===== config.mk =====
export PLATFORM = sky130hd
export DESIGN_NAME = uart_rx_oversampled_flat
export DESIGN_NICKNAME = d
export VERILOG_FILES = /design/src/rtl/uart_pkg.sv /design/src/rtl/uart_rx_oversampled_if.sv /design/src/rtl/sync_2ff.sv /design/src/rtl/uart_rx_oversampled.sv /design/src/flat_wrapper.sv
export SDC_FILE = /design/constraint.sdc
export NUM_CORES = 1
export LEC_CHECK = 0
export ABC_CLOCK_PERIOD_IN_PS = 2500
export BUFFER_PORTS_ARGS = -buffer_cell sky130_fd_sc_hd__buf_2
export CAP_MARGIN = 20
export CORE_MARGIN = 2
export CORE_UTILIZATION = 56
export DETAILED_ROUTE_END_ITERATION = 16
export PLACE_DENSITY_LB_ADDON = 0.2
export SETUP_SLACK_MARGIN = 0.5
export SLEW_MARGIN = 25
export SYNTH_ARGS = -nofsm -noshare
export SYNTH_HDL_FRONTEND = slang
export SYNTH_SLANG_ARGS = --single-unit

===== constraint.sdc =====
create_clock -name clock -period 2.5 [get_ports clock]
set_clock_uncertainty 0.15 [all_clocks]
set_input_delay 0.375 -clock clock [delete_from_list [all_inputs] [get_ports clock]]
set_output_delay 0.375 -clock clock [all_outputs]
set_load 0.01 [all_outputs]

===== src/rtl/uart_pkg.sv =====
// Shared UART definitions: receiver FSM states and default frame geometry.
package uart_pkg;

    localparam int unsigned UART_OVERSAMPLE = 16;
    localparam int unsigned UART_DATA_BITS  = 8;

    typedef enum logic [2:0] {
        StIdle,
        StStart,
        StData,
        StStop,
        StBreak
    } uart_rx_state_e;

endpackage


===== src/rtl/uart_rx_oversampled_if.sv =====
// Byte-out handshake between the UART receiver (master) and its consumer (slave).
interface uart_rx_oversampled_if
    import uart_pkg::*;
#(
    parameter int unsigned DATA_BITS = UART_DATA_BITS
) ();

    logic [DATA_BITS-1:0] data;
    logic                 data_valid;
    logic                 data_ready;
    logic                 framing_error;
    logic                 overrun;

    modport master (
        output data,
        output data_valid,
        output framing_error,
        output overrun,
        input  data_ready
    );

    modport slave (
        input  data,
        input  data_valid,
        input  framing_error,
        input  overrun,
        output data_ready
    );

endinterface


===== src/rtl/sync_2ff.sv =====
// Two-flop synchronizer for an asynchronous level; both flops reset to ResetVal.
module sync_2ff #(
    parameter logic ResetVal = 1'b0
) (
    input  logic clock,
    input  logic reset,
    input  logic d_i,
    output logic q_o
);

    logic meta_q;
    logic sync_q;

    always_ff @(posedge clock or posedge reset) begin
        if (reset) begin
            meta_q <= ResetVal;
            sync_q <= ResetVal;
        end else begin
            meta_q <= d_i;
            sync_q <= meta_q;
        end
    end

    assign q_o = sync_q;

endmodule


===== src/rtl/uart_rx_oversampled.sv =====
// Oversampled 8N1 UART receiver: centre-samples each bit on prescaler ticks and
// hands bytes out over a valid/ready interface with framing and overrun flags.
module uart_rx_oversampled
    import uart_pkg::*;
#(
    parameter int unsigned DATA_BITS  = UART_DATA_BITS,
    parameter int unsigned OVERSAMPLE = UART_OVERSAMPLE
) (
    input  logic                  clock,
    input  logic                  reset,
    input  logic                  enable,
    input  logic                  tick,
    input  logic                  rx,
    output logic                  busy,
    uart_rx_oversampled_if.master rx_if
);

    localparam int unsigned CntW = $clog2(OVERSAMPLE);
    localparam int unsigned IdxW = $clog2(DATA_BITS + 1);
    localparam logic [CntW-1:0] CntHalf = CntW'(OVERSAMPLE / 2 - 1);
    localparam logic [CntW-1:0] CntLast = CntW'(OVERSAMPLE - 1);
    localparam logic [IdxW-1:0] IdxLast = IdxW'(DATA_BITS - 1);

    uart_rx_state_e         state_q, state_d;
    logic [CntW-1:0]        cnt_q, cnt_d;
    logic [IdxW-1:0]        idx_q, idx_d;
    logic [DATA_BITS-1:0]   shift_q, shift_d;
    logic                   stop_ok_q, stop_ok_d;
    logic                   stop_bad_q, stop_bad_d;
    logic [DATA_BITS-1:0]   data_q;
    logic                   valid_q;
    logic                   framing_q;
    logic                   overrun_q;
    logic                   rx_s;

    sync_2ff #(
        .ResetVal (1'b1)
    ) u_rx_sync (
        .clock (clock),
        .reset (reset),
        .d_i   (rx),
        .q_o   (rx_s)
    );

    always_ff @(posedge clock or posedge reset) begin
        if (reset) begin
            state_q <= StIdle;
        end else begin
            state_q <= state_d;
        end
    end

    always_comb begin
        state_d = state_q;
        unique case (state_q)
            StIdle:  if (!rx_s) state_d = StStart;
            StStart: if (tick && cnt_q == CntHalf) state_d = rx_s ? StIdle : StData;
            StData:  if (tick && cnt_q == CntLast && idx_q == IdxLast) state_d = StStop;
            StStop:  if (tick && cnt_q == CntLast) state_d = rx_s ? StIdle : StBreak;
            StBreak: if (rx_s) state_d = StIdle;
            default: state_d = StIdle;
        endcase
        if (!enable) state_d = StIdle;
    end

    always_comb begin
        busy = (state_q != StIdle);
    end

    // Counters move only on tick; every phase boundary restarts the tick count.
    always_comb begin
        cnt_d      = cnt_q;
        idx_d      = idx_q;
        shift_d    = shift_q;
        stop_ok_d  = 1'b0;
        stop_bad_d = 1'b0;
        unique case (state_q)
            StIdle, StBreak: begin
                cnt_d = '0;
                idx_d = '0;
            end
            StStart: begin
                if (tick) cnt_d = (cnt_q == CntHalf) ? '0 : cnt_q + CntW'(1);
            end
            StData: begin
                if (tick) begin
                    if (cnt_q == CntLast) begin
                        cnt_d   = '0;
                        shift_d = {rx_s, shift_q[DATA_BITS-1:1]};
                        idx_d   = idx_q + IdxW'(1);
                    end else begin
                        cnt_d = cnt_q + CntW'(1);
                    end
                end
            end
            StStop: begin
                if (tick) begin
                    if (cnt_q == CntLast) begin
                        cnt_d      = '0;
                        stop_ok_d  = rx_s;
                        stop_bad_d = !rx_s;
                    end else begin
                        cnt_d = cnt_q + CntW'(1);
                    end
                end
            end
            default: begin
                cnt_d = '0;
                idx_d = '0;
            end
        endcase
        if (!enable) begin
            cnt_d      = '0;
            idx_d      = '0;
            stop_ok_d  = 1'b0;
            stop_bad_d = 1'b0;
        end
    end

    always_ff @(posedge clock or posedge reset) begin
        if (reset) begin
            cnt_q      <= '0;
            idx_q      <= '0;
            shift_q    <= '0;
            stop_ok_q  <= 1'b0;
            stop_bad_q <= 1'b0;
        end else begin
            cnt_q      <= cnt_d;
            idx_q      <= idx_d;
            shift_q    <= shift_d;
            stop_ok_q  <= stop_ok_d;
            stop_bad_q <= stop_bad_d;
        end
    end

    // A commit coinciding with an accept replaces the byte instead of overrunning.
    always_ff @(posedge clock or posedge reset) begin
        if (reset) begin
            data_q    <= '0;
            valid_q   <= 1'b0;
            framing_q <= 1'b0;
            overrun_q <= 1'b0;
        end else begin
            framing_q <= stop_bad_q;
            overrun_q <= 1'b0;
            if (stop_ok_q) begin
                if (!valid_q || rx_if.data_ready) begin
                    data_q  <= shift_q;
                    valid_q <= 1'b1;
                end else begin
                    overrun_q <= 1'b1;
                end
            end else if (valid_q && rx_if.data_ready) begin
                valid_q <= 1'b0;
            end
        end
    end

    assign rx_if.data          = data_q;
    assign rx_if.data_valid    = valid_q;
    assign rx_if.framing_error = framing_q;
    assign rx_if.overrun       = overrun_q;

endmodule


===== src/flat_wrapper.sv =====
// flat-port wrapper written by rule: the top's interface ports become plain ports
module uart_rx_oversampled_flat import uart_pkg::*;
#(
    parameter int unsigned DATA_BITS  = UART_DATA_BITS,
    parameter int unsigned OVERSAMPLE = UART_OVERSAMPLE
)
  (clock, reset, enable, tick, rx, busy, rx_if_data, rx_if_data_valid, rx_if_framing_error, rx_if_overrun, rx_if_data_ready);
  uart_rx_oversampled_if #(.DATA_BITS(DATA_BITS)) rx_if_i ();
  input  logic clock;
  input  logic reset;
  input  logic enable;
  input  logic tick;
  input  logic rx;
  output logic busy;
  output wire logic [$bits(rx_if_i.data)-1:0] rx_if_data;
  output wire logic [$bits(rx_if_i.data_valid)-1:0] rx_if_data_valid;
  output wire logic [$bits(rx_if_i.framing_error)-1:0] rx_if_framing_error;
  output wire logic [$bits(rx_if_i.overrun)-1:0] rx_if_overrun;
  input wire logic [$bits(rx_if_i.data_ready)-1:0] rx_if_data_ready;
  assign rx_if_data = rx_if_i.data;
  assign rx_if_data_valid = rx_if_i.data_valid;
  assign rx_if_framing_error = rx_if_i.framing_error;
  assign rx_if_overrun = rx_if_i.overrun;
  assign rx_if_i.data_ready = rx_if_data_ready;
  uart_rx_oversampled #(.DATA_BITS(DATA_BITS), .OVERSAMPLE(OVERSAMPLE)) u_core (.clock(clock), .reset(reset), .enable(enable), .tick(tick), .rx(rx), .busy(busy), .rx_if(rx_if_i));
endmodule

* Word-level counts from Yosys, hierarchy flattened
Index checks and enable logic that the tools add are counted.
** Word-level totals
- Flip-flop bits (word level) :: 34
- Input port bits :: 6
- Output and inout port bits :: 12
- Word-level logic and storage cells :: 82
** Cells by class
- Add/sub/neg operators :: 2
- Equal/unequal tests :: 18
- Mux-type cells :: 32
- Reduce and logical (&&, ||, !) cells :: 18
** Operator list (count)
- 4-bit 2-to-1 mux :: 8
- 3-bit 2-to-1 mux :: 7
- 4-bit one-hot mux with 2 select lines :: 2
- 3-bit by 2-bit inequality test with 1-bit output, second input constant :: 5
- 3-bit one-hot mux with 5 select lines :: 1
- 1-bit 2-to-1 mux :: 13
- 3-bit inequality test, second input constant :: 4
- 4-bit by 1-bit adder with 4-bit output, second input constant :: 2
- 4-bit by 3-bit == test with 1-bit output, second input constant :: 2
- 3-bit by 2-bit == test with 1-bit output, second input constant :: 2
- 2-bit AND reduction :: 3
- 3-bit AND reduction :: 2
- 5-bit AND reduction :: 1
- 4-bit == test, second input constant :: 1
- 1-bit logical AND :: 4
- 2-bit inequality test, second input constant :: 2
- 2-bit OR reduction :: 2
- 3-bit by 1-bit == test with 1-bit output, second input constant :: 1
- 3-bit == test, second input constant :: 1
- 3-bit zero test :: 1
- 3-bit nonzero test :: 1
- 1-bit zero test :: 2
- 2-bit 2-to-1 mux :: 1
- 2-bit nonzero test :: 1
- 1-bit logical OR :: 1

* Depth between registers and ports, before layout
Gate-level depths: netlist of run 1.
- Word-level depth :: 6
- Gate-level depth with buffers :: 6
- Gate-level depth less buffers :: 5

* Hierarchy
From an unflattened synthesis of run 1, not the netlist that was laid out.
** Unflattened totals
- Cell total of the unflattened synthesis :: 118
- Area total of the unflattened synthesis :: 1445.1 um^2
** By module, submodules not included
- uart_rx_oversampled :: instances 1, cells an instance 115, area an instance 1388.8 um^2, seq. area each 800.8 um^2
- sync_2ff :: instances 1, cells an instance 3, area an instance 56.3 um^2, seq. area each 52.6 um^2

* Worst setup path after synthesis of run 1
Ideal clock, no wire load.
- Kind :: register to register
- Start point :: register u_core.cnt_q[0]
- End point :: register u_core.shift_q[0]
- Library setup time :: 0.125 ns
- Arrival :: 1.534 ns
- Required time :: 2.225 ns
- Setup slack :: 0.690 ns
- Cell stages (with the launch flop) :: 6
- Path buffers :: 1
- Period minus slack after synthesis :: 1.810 ns
- Cells stage by stage :: dfrtp_1 > ha_1 > nand4_2 > or4_1 > buf_6 > mux2_4
** Between the ends
- Longest elaborated chain between the ends :: 2
** Ends and longest elaborated chain
- start, declared :: RTL line uart_rx_oversampled.sv:25 : logic [CntW-1:0] cnt_q, cnt_d;
- start signal, assigned :: RTL line uart_rx_oversampled.sv:128 : cnt_q <= cnt_d;
- 4-bit == test :: RTL line uart_rx_oversampled.sv:87 : if (cnt_q == CntLast) begin
- 3-bit AND reduction (no line)
- end signal, assigned :: RTL line uart_rx_oversampled.sv:130 : shift_q <= shift_d;
- end, declared :: RTL line uart_rx_oversampled.sv:27 : logic [DATA_BITS-1:0] shift_q, shift_d;
Every way passes these cells.
A chain may end at the register's enable or synchronous reset.

* Worst setup path after layout of run 1
- Start point :: register u_core.cnt_q[0]
- End point :: register u_core.shift_q[6]
The elaborated chain is that of the path after synthesis.

==> results of run 1 <==
## power groups by stage
| stage | Clock, mW | Combinational (mW) | Sequential, mW |
|---|---|---|---|
| floorplan | 0 | 0.0333 | 0.568 |
| global placement | 0 | 0.0411 | 0.572 |
| detailed placement | 0 | 0.0423 | 0.573 |
| CTS | 0.319 | 0.0448 | 0.562 |
| global route | 0.349 | 0.0510 | 0.563 |
| finish | 0.309 | 0.0436 | 0.562 |
## through the flow
step	util	total power, mW	hold WS [ns]
floorplan	-	0.6010	0.1812
global placement	0.6421	0.6133	0.1832
detailed placement	0.6421	0.6148	0.1965
CTS	0.6757	0.9258	0.1560
global route	0.6757	0.9626	0.1626
finish	0.6757	0.9149	0.1616
## worst max-delay path by stage
stage	start	endpoint	slack, ns
4_1_cts	u_core.state_q[0]	busy	0.60
5_1_grt	u_core.state_q[1]	u_core.shift_q[4]	0.53
2_1_floorplan	u_core.cnt_q[0]	u_core.shift_q[0]	0.69
6_report	u_core.cnt_q[0]	u_core.shift_q[6]	0.62
3_3_place_gp	u_core.cnt_q[0]	u_core.shift_q[5]	0.51
3_5_place_dp	u_core.cnt_q[0]	u_core.shift_q[6]	0.47
## cell type report
cell class,count,area share
Tap cell,30,0.02222
Clock buffer,7,0.03259
Timing Repair Buffer,20,0.06667
Multi-Input combinational cell,78,0.3593
Inverter,5,0.01111
Sequential cell,34,0.5052
Clock inverter,1,0.002963
## cell families (layout without fill, tap and decap cells)
kind of cell	Yosys count	count (layout)	share of synthesized area
simple gates	37	37	0.1318
flops	34	34	0.5688
mux	18	18	0.1518
compound gates	17	17	0.07841
buf+inv	9	33	0.02919
xor+xnor	4	4	0.02336
fa+ha+maj	2	2	0.01668
## state kept, by name (all words and copies together) (netlist names)
register	count
u_core.rx_if.overrun	1
u_core.state_q	3
u_core.u_rx_sync.meta_q	1
u_core.cnt_q	4
u_core.stop_ok_q	1
u_core.rx_if.framing_error	1
u_core.u_rx_sync.q_o	1
u_core.shift_q	8
u_core.rx_if.data_valid	1
u_core.idx_q	4
u_core.stop_bad_q	1
u_core.rx_if.data	8
## synth_stat cells (2+ instances only)
library cell	count
o21ai_0	6
o31ai_1	2
ha_1	2
nand2_1	8
xor2_1	2
buf_2	2
mux2_2	10
nor2_1	13
nand2b_1	2
xnor2_1	2
inv_1	5
dfrtp_1	32
dfstp_2	2
nor3b_1	2
nand3_1	3
mux2_4	7
## what timing repair did
item | 4_1_cts | 5_1_grt
hold endpoints to repair | 12 | 0
endpoints found under the setup margin | 7 | 0
gates resized for setup | 1 | 0
hold buffers | 2 | 0
## critical path, stage by stage (launching register included)
cell and delay (ns):
dfrtp_1 0.39, ha_1 0.23, nand4_2 0.14, or4_4 0.54, mux2_4 0.33
## layer usage
| metal | vias to the layer above | track usage | share of wire |
|---|---|---|---|
| li1 | 469 | - | - |
| met1 | 484 | 0.2227 | 0.44 |
| met2 | 25 | 0.2942 | 0.49 |
| met3 | 8 | 0.07907 | 0.048 |
| met4 | 0 | 0.09408 | 0.027 |
| met5 | - | 0 | 0 |
==> results by group, run 1 <==
Run status
  – Outcome: completed

Worst setup path
  – WS Path Type: reg -> reg
  – R2R Path Start: u_core.cnt_q[0]
  – Critical R2R Capture: u_core.shift_q[6]
  – FF-to-FF path depth: 4
  – CP arrival: 1.96 ns
  – CP Data Required Time: 2.58 ns
  – Critical path fanouts, max: 9
  – Register-to-register setup slack: 0.62 ns
  – Startpoint Class: flip-flop
  – Critical path endpoint category: flip-flop

Floorplan
  – Initial Util: 0.6001
  – Io pins: 18
  – Cell row count: 18
  – Die Width: 55.76 microns
  – Die H: 55.76 microns
  – Core region area: 2500 sq um
  – Die area: 3109 sq um

Layout
  – Sequential cell area: 853.3 sq um
  – Proportion of layout cells with a drive suffix above 1: 0.3310
  – Synth-to-Final Area Change: 12.59%
  – Fillers: 189
  – Footprint of the multi-input gates: 606.8 sq um
  – Fin cells: 175
  – Most common cell after layout, fill and taps aside: dfrtp_1
  – Fin area: 1689 sq um
  – Commonest non-fill, non-tap cells in the layout: dfrtp_1 (32), buf_2 (17), nor2_1 (13)
  – ANT cells: 0
  – NumNets Final: 152

Placement
  – Number of port buffers: 17
  – RD Place Congestion: 0.8820
  – Place WS: 0.4662 ns
  – Placed Cells: 165
  – Hpwl dp: 1857 microns
  – Cell Area, Placed: 1605 sq um

Global route
  – Largest net degree at the start of global routing: 23
  – Overflow after GRT: 0
  – Initial antenna violation count: 0
  – First-pass GRT wire length: 4374 microns
  – Total GRT Usage: 0.1884
  – Vias in the first global route: 959

Routing
  – DR WL/cell: 14.32 microns
  – Vias/cell: 5.634
  – DRT antenna net count: 0
  – Initial DRT Pass Iterations: 4
  – DR vias: 986
  – Post-route DRC violation count: 0
  – Initial DRC count: 31
  – Routed wire length: 2506 microns

Pwr
  – Power Dens Cells: 541.7 nW/um^2
  – Logic pwr share: 0.048
  – LEAKAGE: 0.8836 nW
  – NetSw: 205.8 uW
  – Power Internal: 709.1 uW
  – Sw Share: 0.2249
  – Clock power frac: 0.338
  – Flop pwr share: 0.615
  – Worst vdd ir: 0.4532 mV

CTS
  – Clk root buf: clkbuf_4
  – CTS tree: done
  – Clk buf depth: 2
  – Postcts setup bufs: 0
  – Clock transition at path regs: 0.10 ns
  – Inserted Clock Buffers: 5
  – Clk sinks: 34
  – Number of H-tree levels: 2
  – Clk_lat worst skew: 0.34 ns

Synthesis
  – Synthesized area: 1500 sq um
  – Synth top area share: 0.5338
  – Ys Warns: 0
  – Cells after synthesis: 121
  – Main synth FF type: dfrtp_1
  – Leading area contributor after synthesis: dfrtp_1
  – EDFF count, synth: 0
  – Post-synthesis sequential area ratio: 0.5688
  – Flops & latches, synth: 34
  – Top post-synthesis cells by area: dfrtp_1 (53%), mux2_2 (7.5%), mux2_4 (7.0%), dfstp_2 (3.5%), nor2_1 (3.3%)
  – Synth cell types: 37
  – Syn nets: 129
  – Ys async rst share: 1.000
  – Average size of a mapped cell: 12.40 sq um

Timing
  – Setup ws final: 0.6165 ns
  – Final Max Slew Viols: 0
  – # setup viols final: 0
  – Fin crit period: 1.884 ns
  – Total negative slack: 0 ns
  – Final hold vios: 0
  – RSZ-0062 raised after global routing: no
  – Crit share post-route: 0.7534
  – Slew HR: 0.6795
  – Worst slew pin tran: 0.4803 ns
  – Fmax: 530.9 MHz

Worst hold path
  – Worst hold path cell count: 3
  – HP Class: in -> reg
  – Hold path startpoint: rx_if_data_ready
  – Worst hold endpoint: u_core.rx_if.overrun

Job
  – Max Cap Violations: 0
Note: power is estimated with default switching activity, not from simulation.
==> run 2: changes to the inputs <==
--- a/config.mk
+++ b/config.mk
@@ -5,11 +5,11 @@
 export SDC_FILE = /design/constraint.sdc
 export NUM_CORES = 1
 export LEC_CHECK = 0
-export ABC_CLOCK_PERIOD_IN_PS = 2500
+export ABC_CLOCK_PERIOD_IN_PS = 1600
 export BUFFER_PORTS_ARGS = -buffer_cell sky130_fd_sc_hd__buf_2
 export CAP_MARGIN = 20
 export CORE_MARGIN = 2
-export CORE_UTILIZATION = 56
+export CORE_UTILIZATION = 51
 export DETAILED_ROUTE_END_ITERATION = 16
 export PLACE_DENSITY_LB_ADDON = 0.2
 export SETUP_SLACK_MARGIN = 0.5
==> constraint.sdc (replaced) <==
create_clock -name clock -period 1.6 [get_ports clock]
set_clock_uncertainty 0.15 [all_clocks]
set_input_delay 0.24 -clock clock [delete_from_list [all_inputs] [get_ports clock]]
set_output_delay 0.24 -clock clock [all_outputs]
set_load 0.01 [all_outputs]
==> run 2 against run 1 <==
  * The run now ends with negative hold slack, negative setup slack left
  * Wire length rose by 32%
  * Setup slack got worse by 0.83 ns
  * Design area rose by 29%
  * Via count rose by 15%
  * Critical path type unchanged
==> results by group, run 2 (same netlist as run 1, synthesis figures left out) <==
Job
  – Max Cap Violations: 0 (unchanged)

Placement
  – Placed Cells: 177 (+7.3%)
  – Number of port buffers: 17 (unchanged)
  – Cell Area, Placed: 1773 sq um (+10%)
  – RD Place Congestion: 0.7756 (-12%)
  – Hpwl dp: 1831 microns (-1.4%)
  – Place WS: -0.2326 ns (-0.6988 ns)

Run status
  – Failing checks: negative hold slack, negative setup slack
  – Outcome: finished with violations

Timing
  – Fin Hold WS: -0.1447 ns (-0.3063 ns)
  – Final hold vios: 32 (+32)
  – Fmax: 550.6 MHz (+3.7%)
  – Slew HR: 0.5294 (-0.1501)
  – Setup ws final: -0.2162 ns (-0.8327 ns)
  – Fin crit period: 1.816 ns (-0.06729 ns)
  – Crit share post-route: 1.135 (+0.3817)
  – RSZ-0062 raised after global routing: yes
  – Total negative slack: -2.289 ns (-2.289 ns)
  – # setup viols final: 17 (+17)
  – Worst slew pin tran: 0.7044 ns (+0.2242 ns)
  – Final Max Slew Viols: 0 (unchanged)

Layout
  – Fillers: 160 (-15%)
  – Proportion of layout cells with a drive suffix above 1: 0.5730 (+0.2420)
  – Final Util: 0.7854 (+0.1097)
  – Commonest non-fill, non-tap cells in the layout: dfrtp_1 (32), buf_4 (25), mux2_4 (17)
  – Most common cell after layout, fill and taps aside: dfrtp_1
  – Fin area: 2185 sq um (+29%)
  – Fin cells: 209 (+19%)
  – NumNets Final: 185 (+22%)
  – Synth-to-Final Area Change: 45.62%
  – ANT cells: 0 (unchanged)

Worst setup path
  – CP max-delay cell: or4_4
  – CP arrival: 1.88 ns (-0.08 ns)
  – CP Data Required Time: 1.67 ns (-0.91 ns)
  – CP max stage delay: 0.44 ns (-0.10 ns)
  – Startpoint Class: flip-flop
  – WS Path Type: reg -> reg
  – Critical path fanouts, max: 9 (unchanged)
  – CP Cell Sequence: ha_4, nand4_2, or4_4, buf_6, mux2_4
  – Register-to-register setup slack: -0.22 ns (-0.83 ns)
  – Critical path endpoint category: flip-flop

Routing
  – Routed wire length: 3303 microns (+32%)
  – DR vias: 1132 (+15%)
  – DRT antenna net count: 0 (unchanged)
  – DR WL/cell: 15.80 microns (+10%)
  – Vias/cell: 5.416 (-3.9%)
  – Initial DRT Pass Iterations: 4 (unchanged)
  – Post-route DRC violation count: 0 (unchanged)
  – Initial DRC count: 19 (-39%)

Global route
  – Total GRT Usage: 0.1872 (-0.001166)
  – Overflow after GRT: 0 (unchanged)
  – Initial antenna violation count: 0 (unchanged)
  – Vias in the first global route: 1062 (+11%)
  – First-pass GRT wire length: 4602 microns (+5.2%)
  – Largest net degree at the start of global routing: 35 (+52%)

CTS
  – Clk_lat worst skew: 0.33 ns (about the same)
  – Clock transition at path regs: 0.11 ns (about the same)
  – Post-CTS Hold Buffers: 1 (-1)
  – CTS tree: done
  – Number of H-tree levels: 2 (unchanged)
  – Clk buf depth: 2 (unchanged)
  – Inserted Clock Buffers: 5 (unchanged)
  – Clk root buf: clkbuf_4
  – Clk sinks: 34 (unchanged)

Floorplan
  – Initial Util: 0.5394 (-0.06074)
  – Core region area: 2781 sq um (+11%)
  – Die Width: 58.24 microns (+4.4%)
  – Die area: 3391 sq um (+9.1%)
  – Cell row count: 19 (+1)
  – Io pins: 18 (unchanged)
  – Die H: 58.24 microns (+4.4%)

Worst hold path
  – HP Class: in -> async

Pwr
  – LEAKAGE: 1.123 nW (+27%)
  – Power Dens Cells: 757.7 nW/um^2 (+40%)
  – Pwr Total: 1.655 mW (+81%)
  – Worst vdd ir: 0.7102 mV (+57%)
run 2: cell types whose count changed in the layout (fill, tap and decap cells not counted), moves of 5 or more:
| cell | change |
|---|---|
| buf_4 | +24 |
| buf_6 | +11 |
| mux2_2 | -10 |
| mux2_4 | +10 |
| o21ai_0 | -5 |
run 2: repair_timing:
| item | in CTS | in global routing |
|---|---|---|
| resized for setup | 18 | 17 |
| pin swaps | 13 | 15 |
| setup endpoints to repair | 41 | 41 |
| buffers inserted | 9 | 14 |
| hold endpoints to repair | 33 | 32 |
run 2: critical path: cells and delay by family, from the launching register on:
family                     cells  cell delay, ns
adders and majority gates      1            0.16
buffers and inverters          1            0.16
DFF                            1            0.40
muxes                          1            0.29
and+or+nand+nor                2            0.55
run 2: metal layers:
layer,routed length [microns],track usage
met5,0,0
met4,57,0.1030
met3,86,0.05357
met2,1709,0.3019
met1,1449,0.2258
run 2: path summary, 6_finish.rpt:
path | cells after the start | startpoint | end
max in group asynchronous | 2 | reset | u_core.rx_if.data[1]
worst max register to register | 5 | u_core.cnt_q[0] | u_core.shift_q[0]
worst min-delay path | 2 | reset | u_core.cnt_q[3]
worst max-delay path | 5 | u_core.cnt_q[0] | u_core.shift_q[0]
worst min register to register | 0 | u_core.stop_bad_q | u_core.rx_if.framing_error
min in group clock | 3 | enable | u_core.state_q[1]
run 2: report_power, final:
part           switching, mW  internal, mW  total [mW]
Sequential           0.00695         0.868       0.875
Clock                  0.283         0.373       0.656
Combinational         0.0660        0.0586       0.125
run 2: cell type report:
class	instances	area, sq um	area share
well taps	31	38.79	0.01775
inverters	5	22.52	0.01031
clock buffers	7	55.05	0.02520
multi-input cells	78	783.3	0.3585
flip-flops and latches	34	853.3	0.3906
clock inverters	1	30.03	0.01375
repair buffers	53	401.6	0.1838
==> run 3: changes to the inputs <==
--- a/config.mk
+++ b/config.mk
@@ -5,11 +5,11 @@
 export SDC_FILE = /design/constraint.sdc
 export NUM_CORES = 1
 export LEC_CHECK = 0
-export ABC_CLOCK_PERIOD_IN_PS = 1600
+export ABC_CLOCK_PERIOD_IN_PS = 2000
 export BUFFER_PORTS_ARGS = -buffer_cell sky130_fd_sc_hd__buf_2
 export CAP_MARGIN = 20
 export CORE_MARGIN = 2
-export CORE_UTILIZATION = 51
+export CORE_UTILIZATION = 56
 export DETAILED_ROUTE_END_ITERATION = 16
 export PLACE_DENSITY_LB_ADDON = 0.2
 export SETUP_SLACK_MARGIN = 0.5
==> constraint.sdc (replaced) <==
create_clock -name clock -period 2 [get_ports clock]
set_clock_uncertainty 0.15 [all_clocks]
set_input_delay 0.3 -clock clock [delete_from_list [all_inputs] [get_ports clock]]
set_output_delay 0.3 -clock clock [all_outputs]
set_load 0.01 [all_outputs]
==> run 3 against run 2 <==
  * The flow now finishes without violations
  * Wire length down 14%
  * Total power down 22%
  * Sequential power down 20%
  * Cell count down 6.7%
  * First-iteration DRC count up 37%
  * Via count down 6.2%
  * Clock power down 25%
  * Global-route usage up 0.50 points
==> results by group, run 3 (same netlist as run 1, synthesis figures left out) <==
Timing
  – Slew HR: 0.7359 (+0.2065)
  – # setup viols final: 0 (-17)
  – Fin crit period: 1.835 ns (+0.01854 ns)
  – Fmax: 545.0 MHz (-1.0%)
  – Crit share post-route: 0.9174 (-0.2178)
  – Final hold vios: 0 (-100%)
  – Total negative slack: 0 ns (+2.289 ns)
  – Worst slew pin tran: 0.3962 ns (-0.3083 ns)
  – RSZ-0062 raised after global routing: yes
  – Final Max Slew Viols: 0 (unchanged)
  – Setup ws final: 0.1653 ns (+0.3815 ns)

Floorplan
  – Die area: 3109 sq um (-8.3%)
  – Die H: 55.76 microns (-4.3%)
  – Die Width: 55.76 microns (-4.3%)
  – Core region area: 2500 sq um (-10%)
  – Io pins: 18 (unchanged)
  – Cell row count: 18 (-1)
  – Initial Util: 0.6001 (+0.06074)

Job
  – Max Cap Violations: 0 (unchanged)

Pwr
  – NetSw: 282.3 uW (-21%)
  – Sw Share: 0.2190 (+0.004057)
  – Power Internal: 1.007 mW (-23%)
  – Flop pwr share: 0.542 (+0.014)
  – Logic pwr share: 0.074 (about the same)
  – LEAKAGE: 1.027 nW (-8.5%)
  – Worst vdd ir: 0.7173 mV (+1.0%)
  – Pwr Total: 1.289 mW (-22%)
  – Power Dens Cells: 663.4 nW/um^2 (-12%)
  – Clock power frac: 0.383 (-0.013)

Run status
  – Outcome: completed

Worst setup path
  – WS Path Type: reg -> reg
  – Critical path buffers and inverters: 1 (unchanged)
  – Critical path fanouts, max: 5 (-4)
  – Critical path endpoint category: flip-flop
  – Startpoint Class: flip-flop
  – CP Cell Sequence: ha_4, nand4_4, or4_4, buf_6, mux2_4
  – CP max stage delay: 0.44 ns (about the same)
  – Delay-heaviest family, CP: simple AND/OR/NAND/NOR gates
  – CP max-delay cell: or4_4
  – CP Data Required Time: 2.08 ns (+0.41 ns)
  – CP arrival: 1.91 ns (+0.03 ns)

Worst hold path
  – HP Class: in -> reg

Layout
  – NumNets Final: 172 (-7.0%)
  – Proportion of layout cells with a drive suffix above 1: 0.4424 (-0.1306)
  – Commonest non-fill, non-tap cells in the layout: dfrtp_1 (32), buf_2 (17), nor2_1 (13), buf_4 (13), mux2_2 (10)
  – ANT cells: 0 (unchanged)
  – Fin cells: 195 (-6.7%)
  – Synth-to-Final Area Change: 29.52%
  – Most common cell after layout, fill and taps aside: dfrtp_1

Global route
  – Vias in the first global route: 1003 (-5.6%)
  – Initial antenna violation count: 0 (unchanged)
  – Largest net degree at the start of global routing: 34 (-2.9%)
  – Total GRT Usage: 0.1922 (+0.004951)
  – First-pass GRT wire length: 4512 microns (-2.0%)
  – Overflow after GRT: 0 (unchanged)

CTS
  – Inserted Clock Buffers: 5 (unchanged)
  – Clk sinks: 34 (unchanged)
  – Clk root buf: clkbuf_4
  – Clk buf depth: 2 (unchanged)
  – CTS tree: done
  – Clock transition at path regs: 0.10 ns (about the same)
  – Clk_lat worst skew: 0.34 ns (about the same)
  – Number of H-tree levels: 2 (unchanged)

Routing
  – Vias/cell: 5.446 (+0.55%)
  – Post-route DRC violation count: 0 (unchanged)
  – DRT antenna net count: 0 (unchanged)
  – DR WL/cell: 14.61 microns (-7.6%)
  – DR vias: 1062 (-6.2%)
  – Routed wire length: 2848 microns (-14%)
  – Initial DRC count: 26 (+7)
  – Initial DRT Pass Iterations: 5 (+1)

Placement
  – Hpwl dp: 1725 microns (-5.8%)
  – RD Place Congestion: 0.7780 (+0.31%)
  – Placed Cells: 168 (-5.1%)
  – Place WS: 0.09192 ns (+0.3245 ns)
  – Number of port buffers: 17 (unchanged)
-- run 3: cell count changes in the layout (fill, tap and decap cells not counted), moves of 2 or more --
cell / delta
buf_4: -12
buf_6: -4
mux2_2: +10
mux2_4: -10
nand2_1: +2
nor2_1: +4
nor2_2: -4
o21ai_0: +3
-- run 3: area by class of cell --
| cell class | count | area (sq um) |
|---|---|---|
| timing repair buffer | 40 | 301.5 |
| clock buffer | 7 | 45.04 |
| inverter | 5 | 18.77 |
| fill | 154 | 556.8 |
| tap | 30 | 37.54 |
| clock inverter | 1 | 30.03 |
| sequential | 34 | 853.3 |
| multi-input combinational | 78 | 656.9 |
-- run 3: per-stage QoR --
step | utilization | hold WS (ns) | instance area (sq um)
finish | 0.7773 | 0.08421 | 1943
floorplan | - | 0.1545 | 1503
global route | 0.7773 | 0.08412 | 1943
detailed placement | 0.6522 | 0.1667 | 1630
CTS | 0.7482 | 0.06838 | 1871
global placement | 0.6522 | 0.1587 | 1630
-- run 3: tightest hold or removal path, stage by stage --
cell and delay, ns:
buf_2 0.07, nand2b_1 0.13, nor2_1 0.05
-- run 3: path summary, 6_finish.rpt --
kind	startpoint	cells after the start	end	slack, ns
max	u_core.cnt_q[0]	5	u_core.shift_q[1]	0.17
min	rx_if_data_ready	3	u_core.rx_if.overrun	0.08
max reg2reg	u_core.cnt_q[0]	5	u_core.shift_q[1]	0.17
min reg2reg	u_core.u_rx_sync.meta_q	0	u_core.u_rx_sync.q_o	0.21
max in group asynchronous	reset	4	u_core.u_rx_sync.q_o	0.91
min in group asynchronous	reset	3	u_core.u_rx_sync.meta_q	0.37
-- run 3: what timing repair did --
action / CTS / global route
buffers inserted: 8 / 8
setup endpoints to repair: 17 / 20
endpoints found under the hold margin: 34 / 0
cloned: 1 / 0
pin swaps: 5 / 4
resized for setup: 18 / 3
hold buffers: 2 / 0
-- run 3: metal layers --
layer	wire length, microns	up-vias	global-route usage
met4	93	0	0.1045
li1	-	511	-
met5	0	-	0
met1	1222	509	0.2266
met3	131	10	0.06977
met2	1399	32	0.3044
-- run 3: power groups by stage --
| stage | Clock (mW) | Sequential (mW) | Combinational [mW] |
|---|---|---|---|
| 2_1_floorplan | 0 | 0.710 | 0.0417 |
| 3_3_place_gp | 0 | 0.711 | 0.0585 |
| 3_5_place_dp | 0 | 0.711 | 0.0603 |
| 4_1_cts | 0.499 | 0.699 | 0.0884 |
| 5_1_grt | 0.536 | 0.700 | 0.105 |
| 6_report | 0.494 | 0.699 | 0.0957 |
